===== src/rtl/fetch_requester.sv =====
// Fetch request generator: issues sequential aligned reads, one outstanding,
// and forwards responses into a 1-deep buffer's write side.
//
// Ports:
//   Clk, Rst            clock, synchronous active-low reset
//   Redirect/RedirectPc restart fetch stream at RedirectPc (priority event)
//   ReqValid/ReqReady/  read request channel (valid/ready)
//   ReqAddr
//   RespValid/RespData  read response, single-cycle, no back-pressure
//   BufWData/BufWInc/   buffer write port and full flag
//   BufWFull
module fetch_requester #(
  parameter int unsigned AddrWidth = 64,
  parameter int unsigned DataWidth = 64,
  parameter logic [AddrWidth-1:0] ResetPc = AddrWidth'(64'h0000_0000_8000_0000)
) (
  input  logic                 Clk,
  input  logic                 Rst,
  input  logic                 Redirect,
  input  logic [AddrWidth-1:0] RedirectPc,
  output logic                 ReqValid,
  output logic [AddrWidth-1:0] ReqAddr,
  input  logic                 ReqReady,
  input  logic                 RespValid,
  input  logic [DataWidth-1:0] RespData,
  output logic [DataWidth-1:0] BufWData,
  output logic                 BufWInc,
  input  logic                 BufWFull
);

  typedef enum logic [1:0] {
    IDLE,
    REQ,
    WAIT,
    HOLD
  } state_t;

  localparam logic [AddrWidth-1:0] Step = AddrWidth'(DataWidth / 8);

  state_t               state, state_n;
  logic [AddrWidth-1:0] pc, pc_n;
  logic [AddrWidth-1:0] addr, addr_n;
  logic                 kill, kill_n;
  logic [DataWidth-1:0] hold, hold_n;
  logic                 accept;

  assign accept  = ReqReady && (state == REQ);
  assign ReqAddr = addr;

  always_ff @(posedge Clk) begin
    if (!Rst) begin
      state <= IDLE;
      pc    <= ResetPc;
      addr  <= ResetPc;
      kill  <= 1'b0;
      hold  <= '0;
    end else begin
      state <= state_n;
      pc    <= pc_n;
      addr  <= addr_n;
      kill  <= kill_n;
      hold  <= hold_n;
    end
  end

  always_comb begin
    state_n  = state;
    pc_n     = pc;
    kill_n   = kill;
    hold_n   = hold;
    ReqValid = 1'b0;
    BufWInc  = 1'b0;
    BufWData = '0;
    unique case (state)
      IDLE: begin
        state_n = REQ;
        if (Redirect) pc_n = RedirectPc;
      end
      REQ: begin
        ReqValid = 1'b1;
        // A redirect while presenting keeps the old request on the bus;
        // its response is marked for discard via kill.
        if (Redirect) begin
          pc_n   = RedirectPc;
          kill_n = 1'b1;
        end else if (accept && !kill) begin
          pc_n = pc + Step;
        end
        if (accept) state_n = WAIT;
      end
      WAIT: begin
        if (RespValid) begin
          if (kill || Redirect) begin
            kill_n  = 1'b0;
            state_n = REQ;
            if (Redirect) pc_n = RedirectPc;
          end else if (!BufWFull) begin
            BufWInc  = 1'b1;
            BufWData = RespData;
            state_n  = REQ;
          end else begin
            hold_n  = RespData;
            state_n = HOLD;
          end
        end else if (Redirect) begin
          kill_n = 1'b1;
          pc_n   = RedirectPc;
        end
      end
      HOLD: begin
        BufWData = hold;
        if (Redirect) begin
          pc_n    = RedirectPc;
          state_n = REQ;
        end else if (!BufWFull) begin
          BufWInc = 1'b1;
          state_n = REQ;
        end
      end
      default: state_n = IDLE;
    endcase
    // Request address is frozen while presenting, otherwise tracks pc.
    addr_n = (state == REQ) ? addr : pc_n;
  end

endmodule


===== config.mk =====
export PLATFORM = sky130hd
export DESIGN_NAME = fetch_requester
export DESIGN_NICKNAME = d
export VERILOG_FILES = /design/src/rtl/fetch_requester.sv
export SDC_FILE = /design/constraint.sdc
export NUM_CORES = 1
export LEC_CHECK = 0
export ABC_AREA = 1
export CAP_MARGIN = 10
export CORE_ASPECT_RATIO = 1.75
export CORE_MARGIN = 2
export CORE_UTILIZATION = 30
export CTS_CLUSTER_DIAMETER = 120
export DETAILED_ROUTE_END_ITERATION = 12
export HOLD_SLACK_MARGIN = 0.02
export MAX_ROUTING_LAYER = met4
export PLACE_DENSITY_LB_ADDON = 0.1
export SLEW_MARGIN = 25
export SYNTH_ARGS = -nofsm -noshare
export SYNTH_HDL_FRONTEND = slang
export SYNTH_SLANG_ARGS = --single-unit
export TNS_END_PERCENT = 20

===== constraint.sdc =====
create_clock -name Clk -period 4.1 [get_ports Clk]
set_input_delay 0.82 -clock Clk [delete_from_list [all_inputs] [get_ports Clk]]
set_output_delay 0.82 -clock Clk [all_outputs]
set_load 0.02 [all_outputs]

; After elaboration in Yosys (flattened, before gate mapping)
; Index checks and enable logic that the tools add are counted.
; W data, S select, Z words.
[totals]
regBits = 195
out_inout_bits = 130
word_cells = 51
[op_classes]
n_addsub = 1
reduce_logical = 10
mux = 27
n_eq_ne = 7
bitwise_logic = 1
[op_table]
columns = cell, count
row1 = $mux W64, 8
row2 = $pmux W64 S3, 1
row3 = $pmux W64 S2, 1
row4 = $add A64 B4 Y64 const B, 1
row5 = $mux W2, 6
row6 = $mux W1, 8
row7 = $pmux W2 S4, 1
row8 = $ne A3 B3 Y1 const B, 2
row9 = $eq A2 B2 Y1 const B, 2
row10 = $ne A2 B2 Y1 const B, 2
row11 = $pmux W1 S2, 2
row12 = $reduce_and A4 Y1, 1
row13 = $reduce_and A3 Y1, 1
row14 = $eq A2 B1 Y1 const B, 1
row15 = $logic_and A1 B1 Y1, 2
row16 = $logic_not A2 Y1, 1
row17 = $reduce_and A2 Y1, 1
row18 = $reduce_bool A2 Y1, 1
row19 = $reduce_or A2 Y1, 1
row20 = $logic_not A1 Y1, 1
row21 = $logic_or A1 B1 Y1, 1
row22 = $not A1 Y1, 1

; Depth between registers and ports, before layout
[logic_depth]
depth_word = 6
mapped_depth = 14
depth_no_buf = 14

; Worst setup path before layout
; Ideal clock, no wire load.
[synth_path]
path_kind = input-to-output
start = input port Redirect
end = output port BufWData[0]
required_ns = 3.280
setup_slack_ns = 1.443
path_stages = 5
t_arrival_ns = 1.837
cell_sequence = nor2_4 nand4_1 clkbuf_1 clkbuf_1 o22ai_1
[synth_via]
elab_chain_cells = 4
[synth_lines]
columns = element, line_no
row1 = "start, declared", 19  ; input logic Redirect,
row2 = $logic_or A1 B1 Y1, 93  ; if (kill || Redirect) begin
row3 = $mux W64, 93
row4 = $mux W64, 92  ; if (RespValid) begin
row5 = $pmux W64 S2, 74  ; unique case (state)
row6 = "end, declared", 26  ; output logic [DataWidth-1:0] BufWData,
; Every way passes these cells.

; Final worst setup path
[layout_path]
start = register state[0]
end = output port BufWData[36]
[layout_via]
elab_chain_cells = 2
word_cells_on_any_way = 3
classes_between = eq/ne (2) / mux (1)
[layout_lines]
columns = element, line_no
row1 = "start, declared", 40  ; state_t state, state_n;
row2 = "start signal, assigned", 58  ; state <= state_n;
row3 = $eq A2 B2 Y1, 74
row4 = $pmux W64 S2 (*), 74
; Every way passes the cells marked *; elsewhere a longest branch is shown, timed or not.

==> impl_metrics.ini <==
[finish]
final_util = 0.403
fillers = 3866
top_library_cells_by_usage_in_the_layout_fill_and_taps_aside = sky130_fd_sc_hd__nand2_1 (327), sky130_fd_sc_hd__inv_1 (272), sky130_fd_sc_hd__clkdlybuf4s50_1 (261)
syn2layout_area_growth_pct = 32.5
final_common_cell = sky130_fd_sc_hd__nand2_1
final-seq-area_um2 = 3900
instances_no_fill = 2403
multiInputGateArea_um2 = 5600
nNetsFinal = 2058
layout-drive-gt1-share = 0.0580

[synthesis]
simple_gate_area_share_of_the_yosys_netlist = 0.308
leading_cell_types_by_total_area_after_synthesis = sky130_fd_sc_hd__dfxtp_1 (36%), sky130_fd_sc_hd__nand2_1 (11%), sky130_fd_sc_hd__inv_1 (9.3%), sky130_fd_sc_hd__nor2_1 (7.1%), sky130_fd_sc_hd__o21ai_0 (6.4%)
synthesis.instances = 1714
synthesis.area_um2 = 11000
dominant_combinational_cell_family_by_area_after_synthesis = simple AND/OR/NAND/NOR gates
yosys_register_bits = 195
post_synth_xor_area_fraction = 0
sequential_fraction_of_the_synthesis_area = 0.356
adder_cell_share_of_the_synthesized_area = 0.00571
syn_nets = 1853
synth.distinct_cells = 48
synth_top_cell_by_area = sky130_fd_sc_hd__dfxtp_1
fraction_of_post_synthesis_cell_area_in_the_top_cell_type_by_area = 0.356
post_synthesis_compound_gate_area_fraction = 0.190
yosysWarnings = 0
synth_ff_type = sky130_fd_sc_hd__dfxtp_1
async_flop_share = 0
multiplexer_fraction_of_the_synthesized_cell_area = 0.00639
synth-edff-count = 0
syn_avg_cell_area_um2 = 6.40

[sta]
timing.fmax_mhz = 269
maxSlewHeadroom = 0.395
fin_skew_ns = 0.0156
timing.final.crit_share = 0.907
final-max-slew-violation-count = 0
timing_worst_slew_pin_value_ns = 0.908
unrepaired_setup_endpoints_after_global_routing = false
setup_ws_ns = 0.382
final-setup-viol-count = 0
hold_viol = 0
setup_tns_ns = 0
finalCriticalPeriod_ns = 3.72

[die]
fp.dieArea_um2 = 38100
initial_core_util = 0.304
die-height_um = 257
io_pins = 264
dieWidth_um = 148
placementRows = 92
core_region_area_um2 = 36000

[clock_tree]
cts.path.max_buffers = 2
clock_insertion_delay_worst_skew_ns = 0.47
clock_tree.htree_level_count = 4
cts.sinks = 195
cts.repair_timing.setup_buffer_count = 0
clk_pin_slew_ns = 0.07
cts.repair.resized = 0
ctsRootBufferMaster = sky130_fd_sc_hd__clkbuf_16
tritoncts = yes
cts_hold_buffers = 0
cts_made_buffers = 17

[critical_path]
cp_max_fo = 64
start_point_of_the_critical_path = state[0]$_SDFFE_PN0P_
critPathArrivalTime_ns = 2.90
regToRegStartpoint = state[0]$_SDFFE_PN0P_
critical_path_class = reg -> out
timing.critical_path.from_type = flop
worst-endpoint-required_ns = 3.28
worst_setup_path_end_kind = primary output

[global_route]
gr-usage-all-layers = 0.222
antenna_found_initial = 1
grt_remaining_overflow = 0
grt_pass1_wl_mm = 63.4
grt_start_max_net_pins = 129
first_global_vias = 11100

[job]
maxCapViolations = 0

[detailed_routing]
drt_wl_total_mm = 41.1
detail_route.wl_per_cell_um = 17.1
route.vias.total = 11400
via_per_inst = 4.76
route.antenna.remaining_nets = 0
detail_route.iter0.violations = 532
dr.pass1.iters = 5
drc_errors = 0

[min_path]
hold_path.class = reg -> reg
hold_start = hold[4]$_SDFFE_PN0P_

[placed_design]
portBuffers = 263
gp_congestion = 0.915
pre_cts_slack_ns = 0.653
post-dp-hpwl_mm = 30.9
dpl.cell_count = 2370

[power_and_ir_drop]
flop_pwr_share = 0.376
pwr-share-comb = 0.351
internal-power_w = 0.00407
p_sw_w = 0.00254
clock_power_share = 0.273
p_leak_nw = 5.91
power.density_cell_area_nw_per_um2 = 456
swShare = 0.385
irDropWorstVdd_v = 0.000332

[outcome]
run_status = finished, final reports clean
[area by class of cell]
cell class,count,share of cell area
diodes,1,0.000172
clock buffers,18,0.0295
clock inverters,14,0.0121
inverters,281,0.0732
multi-input cells,1148,0.386
flip-flops and latches,195,0.269
well taps,470,0.0405
repair buffers,276,0.190
[sequential cells by signal (all words and copies together), names as in the netlist]
| register | cells |
|---|---|
| kill | 1 |
| hold | 64 |
| pc | 64 |
| ReqAddr | 64 |
| state | 2 |
[synthesized netlist by cell type, types with 11 or more instances]
master	instances
sky130_fd_sc_hd__nand2_1	327
sky130_fd_sc_hd__inv_1	273
sky130_fd_sc_hd__nor2_1	207
sky130_fd_sc_hd__dfxtp_1	195
sky130_fd_sc_hd__o21ai_0	141
sky130_fd_sc_hd__nand3_1	129
sky130_fd_sc_hd__a21oi_1	125
sky130_fd_sc_hd__o22ai_1	65
sky130_fd_sc_hd__clkbuf_1	61
sky130_fd_sc_hd__nand4_1	23
sky130_fd_sc_hd__buf_2	17
sky130_fd_sc_hd__o211ai_1	16
sky130_fd_sc_hd__nor2_2	13
sky130_fd_sc_hd__o21ai_1	11
[final timing paths]
| kind | to | slack (ns) | cells past startpoint |
|---|---|---|---|
| worst min register to register | hold[4]$_SDFFE_PN0P_ | 0.46 | 2 |
| worst min-delay path | hold[4]$_SDFFE_PN0P_ | 0.46 | 2 |
| worst max-delay path | BufWData[36] | 0.38 | 4 |
| worst max register to register | ReqAddr[58]$_SDFFE_PN0P_ | 1.31 | 12 |
[stage by stage]
stage	hold slack (ns)	total power, W	area (µm²)
detailed placement	0.446	0.00488	13900
CTS	0.458	0.00670	14500
finish	0.455	0.00662	14500
global placement	0.443	0.00487	13900
global route	0.477	0.00702	14500
floorplan	0.430	0.00386	11000
[layer usage]
| layer | part of all wire | GRT usage | up-vias | routed length (µm) |
|---|---|---|---|---|
| met5 | 0 | - | - | 0 |
| met4 | 0.030 | 0.0746 | 0 | 1220 |
| met1 | 0.39 | 0.238 | 5111 | 16200 |
| met3 | 0.052 | 0.0489 | 53 | 2160 |
| li1 | - | - | 5933 | - |
| met2 | 0.52 | 0.399 | 331 | 21600 |
[critical path, cell delays in order, from the launching register on]
cell,delay (ns)
sky130_fd_sc_hd__dfxtp_1,0.41
sky130_fd_sc_hd__ha_1,0.23
sky130_fd_sc_hd__clkinv_2,0.63
sky130_fd_sc_hd__o22ai_1,0.46
sky130_fd_sc_hd__clkdlybuf4s50_1,0.66
[power by group through the flow]
| stage | Clock (W) | Sequential (W) | Combinational (W) |
|---|---|---|---|
| finish | 0.00181 | 0.00249 | 0.00232 |
| global route | 0.00192 | 0.00253 | 0.00257 |
| CTS | 0.00185 | 0.00249 | 0.00236 |
| detailed placement | 0 | 0.00253 | 0.00235 |
| global placement | 0 | 0.00253 | 0.00234 |
| floorplan | 0 | 0.00268 | 0.00118 |
[cells by family (layout without fill, tap and decap cells)]
group,after synthesis,after routing
compound gates,379,379
fa+ha+maj,5,5
buf+inv,371,589
flops,195,195
mux,7,7
other cells,0,1
simple gates,757,757
No activity file was read; power rests on OpenSTA's default activity.
==> edit (config.mk and constraints unchanged) <==
Make the reset (`Rst`) asynchronous in one clocked block. Comments in the files are not updated.
--- a/src/rtl/fetch_requester.sv
+++ b/src/rtl/fetch_requester.sv
@@ -47,7 +47,7 @@
   assign accept  = ReqReady && (state == REQ);
   assign ReqAddr = addr;
 
-  always_ff @(posedge Clk) begin
+  always_ff @(posedge Clk or negedge Rst) begin
     if (!Rst) begin
       state <= IDLE;
       pc    <= ResetPc;
Check against the original RTL: differs if Rst is asserted again (counterexample within 4 cycles, from zero or initial values and one cycle with Rst low); with Rst held inactive, the same outputs for 4 cycles.
==> edit against the unedited design <==
Fmax rose by 3.3%. Wire length is 1.9% higher. Count of clock-buffer cells in the layout is the same. Area after synthesis up 1.8%. Cell count decreased by 3.9%. First-iteration DRC count grew 6.2%. Cell area is 2.1% higher. Largest cell class unchanged. Setup slack improved by 120 ps. Power increased by 38%. Sequential cell count did not move.
==> edit: results (changes against the unedited design) <==
stage	metric	value	unit	change
min_path	hold_class	input port to async pin		was flip-flop to flip-flop
logic_synthesis	synthArstFlopShare	1.00		was 0
place	post_dp_cell_area	14300	um2	was 13900 um2
place	routabilityCongestion	0.945		was 0.915
detailed_routing	num_vias	11187		was 11428
global_routing	grt_max_degree	135		was 129
place	pre_cts_slack	513	ps	was 653 ps
layout	final_nets	1959		was 2058
layout	drive_gt1_frac	0.0595		was 0.0580
place	place_inst	2276		was 2370
logic_synthesis	yosys-top-cells-count	573 x nand2_1, 193 x dfrtp_1, 192 x o21ai_0, 155 x inv_1, 113 x nor2_1		was 327 x nand2_1, 273 x inv_1, 207 x nor2_1, 195 x dfxtp_1, 141 x o21ai_0
place	dp_hpwl	31300	um	was 30900 um
setup_path	r2r-start	state[1]		was state[0]
logic_synthesis	synth_area_leaders	dfrtp_1 43%, nand2_1 19%, o21ai_0 8.6%		was dfxtp_1 36%, nand2_1 11%, inv_1 9.3%
logic_synthesis	syn_nets	1738		was 1853
setup_path	crit_start	RespValid		was state[0]
detailed_routing	wl	41900	um	was 41100 um
global_routing	grt_pass1_vias	11228		was 11110
sta	fmax	278	MHz	was 269 MHz
outcome	status	finished clean		unchanged
detailed_routing	drt_iter0_drc	565		was 532
logic_synthesis	synth_cell_types	43		was 48
power	p_leak	6.71	nW	was 5.91 nW
logic_synthesis	netlist_instances	1599		was 1714
detailed_routing	dr.pass1.iters	6		was 5
sta	slew_headroom	0.381		was 0.395
power	irDropWorstVdd	376	uV	was 332 uV
detailed_routing	wire_per_inst	18.2	um	was 17.1 um
global_routing	antenna_found_initial	2		was 1
global_routing	grtUsageTotal	0.225		was 0.222
logic_synthesis	ys_seq_area_frac	0.438		was 0.356
logic_synthesis	synth_top_area_share	0.433		was 0.356
sta	clock_skew	11.4	ps	was 15.6 ps
global_routing	grt_pass1_wl	64400	um	was 63400 um
[edit: changes by cell type after synthesis, moves of 12 or more]
| cell | change |
|---|---|
| nand2_1 | +246 |
| dfxtp_1 | -195 |
| dfrtp_1 | +193 |
| inv_1 | -118 |
| a21oi_1 | -111 |
| nor2_1 | -94 |
| o22ai_1 | -65 |
| o21ai_0 | +51 |
| nand3_1 | -28 |
| nor3_1 | +16 |
| nand4_1 | +13 |
| clkbuf_1 | -12 |
[edit: cells by family (layout without fill, tap and decap cells)]
family | after synthesis | after routing | synth area share
flops | 195 | 195 | 0.438
xor+xnor | 2 | 2 | 0.00157
mux | 1 | 1 | 0.000897
other cells | 0 | 2 | 0
compound gates | 258 | 258 | 0.125
buf+inv | 242 | 475 | 0.0842
simple gates | 896 | 896 | 0.345
fa+ha+maj | 5 | 5 | 0.00561
[edit: metal layers]
layer	track usage	share of wire
met1	0.237	0.37
met2	0.398	0.53
met3	0.0404	0.044
met4	0.118	0.054
met5	-	0
[edit: path summary, 6_finish.rpt]
kind                                 to  cells past startpoint
setup / recovery           BufWData[48]                      7
hold / removal                    pc[9]                      1
setup reg to reg            ReqAddr[35]                      9
hold reg to reg             ReqAddr[31]                      2
max in group asynchronous        pc[31]                      2
min in group Clk            ReqAddr[31]                      2
[edit: area by class of cell]
cell class | count | area (um2)
well taps | 475 | 594
multi-input cells | 1162 | 5340
repair buffers | 279 | 2820
inverters | 165 | 619
fillers | 3989 | 21900
clock inverters | 13 | 123
flip-flops and latches | 195 | 4880
diodes | 2 | 5.00
clock buffers | 18 | 439
[edit: where the power goes]
part | switching, mW | internal [mW]
Combinational | 2.55 | 1.46
Clock | 0.869 | 0.815
Sequential | 0.656 | 2.74
